==> config.mk <==
export PLATFORM = sky130hd
export DESIGN_NAME = kb_scancode_ctrl
export DESIGN_NICKNAME = d
export VERILOG_FILES = /design/src/rtl/kb_scancode_ctrl.sv
export SDC_FILE = /design/constraint.sdc
export NUM_CORES = 1
export LEC_CHECK = 0
export CORE_MARGIN = 2
export CORE_UTILIZATION = 62
export CTS_BUF_LIST = sky130_fd_sc_hd__clkbuf_4 sky130_fd_sc_hd__clkbuf_8
export CTS_CLUSTER_SIZE = 12
export DETAILED_ROUTE_END_ITERATION = 7
export PLACE_DENSITY_LB_ADDON = 0.2
export SLEW_MARGIN = 0
export SYNTH_ARGS = -nofsm -noshare
export SYNTH_HDL_FRONTEND = slang
export SYNTH_SLANG_ARGS = --single-unit
==> constraint.sdc <==
create_clock -name i_clk -period 3.2 [get_ports i_clk]
set_input_delay 0.32 -clock i_clk [delete_from_list [all_inputs] [get_ports i_clk]]
set_output_delay 0.32 -clock i_clk [all_outputs]
set_load 0.005 [all_outputs]
==> src/rtl/kb_scancode_ctrl.sv <==
// PS/2 scan-code sequencer: assembles make/break/extended events, tracks
// modifiers and lock LEDs, and queues events in a small valid/ready FIFO.
module kb_scancode_ctrl #(
  parameter int FIFO_DEPTH = 8
) (
  input  logic       i_clk,
  input  logic       i_rst_n,
  input  logic [7:0] i_keycode,
  input  logic       i_ready,
  output logic [2:0] o_led_status,
  output logic [5:0] o_modifiers,
  output logic       o_event_valid,
  input  logic       i_event_ready,
  output logic [7:0] o_event_code,
  output logic       o_event_ext,
  output logic       o_event_break,
  output logic       o_overflow
);
  localparam int AW = $clog2(FIFO_DEPTH);

  typedef struct packed {
    logic [7:0] code;
    logic       ext;
    logic       brk;
  } evt_t;

  typedef enum logic [2:0] {S_IDLE, S_EXT, S_BRK, S_EXT_BRK, S_PAUSE} state_e;

  state_e                   state_q, state_d;
  logic [2:0]               skip_q, skip_d;
  logic [2:0]               led_q, led_d, held_q, held_d;
  logic [5:0]               mod_q, mod_d;
  logic                     ovf_q, ovf_d;
  evt_t [FIFO_DEPTH-1:0]    mem_q, mem_d;
  logic [AW-1:0]            wr_q, wr_d, rd_q, rd_d;
  logic [AW:0]              cnt_q, cnt_d;

  logic       is_ctrl, key_done, cur_ext, cur_brk, ev_push, lock_hit;
  logic [1:0] lock_idx;
  evt_t       ev_new;
  logic       pop, full, accept;

  assign is_ctrl = (i_keycode == 8'hFA) || (i_keycode == 8'hFE) || (i_keycode == 8'hEE) ||
                   (i_keycode == 8'h00) || (i_keycode == 8'hFF) || (i_keycode == 8'hAA);
  assign cur_ext = (state_q == S_EXT) || (state_q == S_EXT_BRK);
  assign cur_brk = (state_q == S_BRK) || (state_q == S_EXT_BRK);

  always_comb begin
    state_d  = state_q;
    skip_d   = skip_q;
    led_d    = led_q;
    mod_d    = mod_q;
    held_d   = held_q;
    key_done = 1'b0;
    ev_push  = 1'b0;
    ev_new   = '0;
    lock_hit = 1'b0;
    lock_idx = 2'd0;
    if (i_ready) begin
      if (state_q == S_PAUSE) begin
        // Pause bytes are only counted; they never reach the key maps.
        if (skip_q == 3'd1) begin
          ev_push = 1'b1;
          ev_new  = '{code: 8'hE1, ext: 1'b1, brk: 1'b0};
          skip_d  = 3'd0;
          state_d = S_IDLE;
        end else begin
          skip_d = skip_q - 3'd1;
        end
      end else if (is_ctrl) begin
        state_d = S_IDLE;
        if (i_keycode == 8'hAA) begin
          led_d  = '0;
          mod_d  = '0;
          held_d = '0;
        end
      end else begin
        case (state_q)
          S_IDLE:
            if (i_keycode == 8'hE0)      state_d = S_EXT;
            else if (i_keycode == 8'hF0) state_d = S_BRK;
            else if (i_keycode == 8'hE1) begin
              state_d = S_PAUSE;
              skip_d  = 3'd7;
            end else key_done = 1'b1;
          S_EXT:
            if (i_keycode == 8'hF0)      state_d = S_EXT_BRK;
            else if (i_keycode != 8'hE0) key_done = 1'b1;
          S_BRK:
            if (i_keycode == 8'hE0)      state_d = S_EXT;
            else if (i_keycode != 8'hF0) key_done = 1'b1;
          S_EXT_BRK:
            if (i_keycode != 8'hF0 && i_keycode != 8'hE0) key_done = 1'b1;
          default: state_d = S_IDLE;
        endcase
      end
    end

    if (key_done) begin
      ev_push = 1'b1;
      ev_new  = '{code: i_keycode, ext: cur_ext, brk: cur_brk};
      state_d = S_IDLE;
      case ({cur_ext, i_keycode})
        9'h012: mod_d[0] = ~cur_brk;
        9'h059: mod_d[1] = ~cur_brk;
        9'h014: mod_d[2] = ~cur_brk;
        9'h114: mod_d[3] = ~cur_brk;
        9'h011: mod_d[4] = ~cur_brk;
        9'h111: mod_d[5] = ~cur_brk;
        9'h07E: begin lock_hit = 1'b1; lock_idx = 2'd0; end
        9'h077: begin lock_hit = 1'b1; lock_idx = 2'd1; end
        9'h058: begin lock_hit = 1'b1; lock_idx = 2'd2; end
        default: ;
      endcase
      // Held flag suppresses toggling on typematic repeats.
      if (lock_hit) begin
        if (cur_brk) held_d[lock_idx] = 1'b0;
        else if (!held_q[lock_idx]) begin
          led_d[lock_idx]  = ~led_q[lock_idx];
          held_d[lock_idx] = 1'b1;
        end
      end
    end
  end

  assign pop    = (cnt_q != '0) && i_event_ready;
  assign full   = (cnt_q == (AW+1)'(FIFO_DEPTH));
  assign accept = ev_push && (!full || pop);

  always_comb begin
    mem_d = mem_q;
    if (accept) mem_d[wr_q] = ev_new;
    wr_d  = wr_q + AW'(accept);
    rd_d  = rd_q + AW'(pop);
    cnt_d = cnt_q + (AW+1)'(accept) - (AW+1)'(pop);
    ovf_d = ev_push && full && !pop;
  end

  always_ff @(posedge i_clk or negedge i_rst_n) begin
    if (!i_rst_n) begin
      state_q <= S_IDLE;
      skip_q  <= '0;
      led_q   <= '0;
      mod_q   <= '0;
      held_q  <= '0;
      ovf_q   <= 1'b0;
      mem_q   <= '0;
      wr_q    <= '0;
      rd_q    <= '0;
      cnt_q   <= '0;
    end else begin
      state_q <= state_d;
      skip_q  <= skip_d;
      led_q   <= led_d;
      mod_q   <= mod_d;
      held_q  <= held_d;
      ovf_q   <= ovf_d;
      mem_q   <= mem_d;
      wr_q    <= wr_d;
      rd_q    <= rd_d;
      cnt_q   <= cnt_d;
    end
  end

  assign o_led_status  = led_q;
  assign o_modifiers   = mod_q;
  assign o_overflow    = ovf_q;
  assign o_event_valid = (cnt_q != '0);
  assign o_event_code  = mem_q[rd_q].code;
  assign o_event_ext   = mem_q[rd_q].ext;
  assign o_event_break = mem_q[rd_q].brk;
endmodule

==> impl_metrics.tcl <==
set metrics [dict create \
    status "complete, but fails checks" \
    violations "negative hold slack" \
    critPathRequiredTime_ps 3470 \
    most-common-layout-cells "109 x dfrtp_1, 31 x clkdlybuf4s50_1, 26 x nand2_1" \
    synth_edf_count 0 \
    clockBufferDepth 2 \
    end_kind "register" \
    path_clk_slew_ps 100 \
    final_nets 525 \
    initial_utilization_pct 63.64 \
    irDropWorstVdd_mv 0.5851 \
    fin_worst_skew_ps 14.81 \
    overflow 0 \
    grt_pass1_vias 4350 \
    ys_async_sr_fraction_pct 100.0 \
    hold_ws_ps -20.30 \
    die_h_um 98.38 \
    portBuffers 32 \
    fin_crit_sh_pct 87.81 \
    multi_input_area_mm2 0.002585 \
    drt_iter0_drc 381 \
    p_comb_share_pct 43.4 \
    hold_violations 11 \
    cts_sinks 109 \
    fin_crit_ps 2810 \
    dieArea_mm2 0.009679 \
    power.switching_mw 1.914 \
    drv_cap 0 \
    htreeDepth 3 \
    finalMaxSlewViolations 0 \
    setup_viol 0 \
    ys_seq_area_share_pct 49.39 \
    ctsHoldBuffers 0 \
    crit_type "input pin to register" \
    critPathMaxFanout 3 \
    fillerInstances 630 \
    worstMarginPinSlew_ps 740.5 \
    routedWlPerCell_um 22.18 \
    clock_latency_ps 370 \
    fmax_ghz 0.3559 \
    syn-num-nets 493 \
    pwr-share-seq_pct 42.6 \
    fin_cells 612 \
    final_common_cell "dfrtp_1" \
    synth_cells 468 \
    ys_types 52 \
    vias 4212 \
    register_area_mm2 0.002728 \
    place_inst 597 \
    core_area_mm2 0.008678 \
    final_layout_size_suffix_gt1_share_pct 14.68 \
    hpwl_um 9478 \
    drc_errors 0 \
    cts_resized 0 \
    antenna_found_initial 0 \
    power.internal_mw 3.604 \
    cp.arrival_ps 3080 \
    post_cts_buffers 0 \
    grt_usage_pct 29.85 \
    drt_first_pass_iters 6 \
    pwr-share-clk_pct 14.0 \
    ys.flop_type "dfrtp_1" \
    cts_tree "yes" \
    power_density_mw_per_mm2 894.5 \
    p_leak_nw 2.533 \
    avgSynthCellArea_um2 11.80 \
    routed_via_density 6.882 \
    ys_ff_latch 109 \
    grt_max_degree 57 \
    rsz0062_at_grt "false" \
    wl_um 13580 \
    cp-start-kind "input pin" \
    row_count 34 \
    antenna_cells 0 \
    cts_buffers 9 \
    gp_congestion 0.8846 \
    grt_pass1_wl_um 22510 \
    hp-class "input pin to async pin" \
    tns_ps 0 \
    ios 33 \
    die_w_um 98.38 \
    cts-root-buf "clkbuf_8" \
    slew_headroom_pct 50.45 \
    syn2layout_area_growth_pct 11.69 \
    swShare_pct 34.69 \
    ys_warn_count 0 \
    syn_area_mm2 0.005523 \
    detail-route-antenna-nets 0 \
]
## path summary, 6_finish.rpt
kind / startpoint / to / slack (ps) / cells past startpoint
hold reg to reg: mem_q[13] / mem_q[13] / 490 / 1
hold / removal: i_rst_n / mem_q[58] / -20 / 1
setup reg to reg: state_q[1] / cnt_q[2] / 410 / 10
max in group asynchronous: i_rst_n / mem_q[19] / 2380 / 2
min in group i_clk: mem_q[13] / mem_q[13] / 490 / 1
setup / recovery: i_keycode[4] / cnt_q[2] / 390 / 11
## worst max-delay path: stages
cell	delay, ps
clkdlybuf4s50_1	440
o31a_1	330
o41ai_1	490
nor3_2	110
o21ai_0	290
ha_1	290
inv_1	50
ha_1	160
inv_1	60
fa_1	370
xnor2_1	140
## cell type report
type	count	area share [%]
clock buffers	11	2.353
multi-input cells	311	41.91
inverters	14	0.8519
clock inverters	4	0.5274
well taps	108	2.191
repair buffers	55	7.951
flip-flops and latches	109	44.22
## synthesized netlist by cell type, types with 11 or more instances
cell | number | area share, %
dfrtp_1 | 109 | 49
nand2_1 | 26 | 1.8
nor2_1 | 24 | 1.6
o22a_1 | 23 | 3.6
o2bb2ai_1 | 23 | 3.6
mux4_2 | 20 | 8.2
a22o_1 | 18 | 2.9
clkbuf_1 | 18 | 1.2
o32a_1 | 17 | 3.1
inv_1 | 14 | 0.95
buf_2 | 13 | 1.2
ha_1 | 12 | 2.7
nor3_1 | 12 | 1.1
mux2_2 | 11 | 2.2
nand4_1 | 11 | 1.2
nor2b_1 | 11 | 1.2
## power groups by stage
stage	clock network (mW)	logic, mW	registers (mW)
CTS	0.792	2.40	2.34
global route	0.830	2.61	2.42
floorplan	0	1.72	2.19
detailed placement	0	2.39	2.36
global placement	0	2.31	2.34
finish	0.774	2.39	2.35
## metrics by stage
stage          setup WS (ps)  utilization (%)  total power [mW]  area, um2
2_1_floorplan          440.0                -             3.908       5523
3_3_place_gp           162.4            69.03             4.644       5991
3_5_place_dp           15.21            69.03             4.754       5991
4_1_cts                403.2            71.08             5.532       6168
5_1_grt                205.2            71.08             5.865       6168
6_report               390.2            71.08             5.518       6168
## cells by family after synthesis
logic type / count (synthesis) / synth area share (%)
AOI/OAI and AO/OA: 125 / 18.60
and+or+nand+nor: 128 / 12.19
DFF: 109 / 49.39
buffers and inverters: 48 / 3.897
muxes: 41 / 12.21
adders and majority gates: 13 / 3.081
xor gates and xnor gates: 4 / 0.6345
## metal layers
layer | vias up | global-route usage [%] | wire [um]
li1 | 1859 | - | -
met1 | 2120 | 41.67 | 5663
met3 | 34 | 7.015 | 1090
met2 | 199 | 47.41 | 6545
met4 | 0 | 8.746 | 277
met5 | - | 0 | 0
## sequential cells by signal (all words and copies together), names as in the netlist
signal        flops
o_overflow        1
skip_q            3
cnt_q             4
o_led_status      3
state_q           3
held_q            3
wr_q              3
rd_q              3
mem_q            80
o_modifiers       6
(Power assumes the default switching activity.)
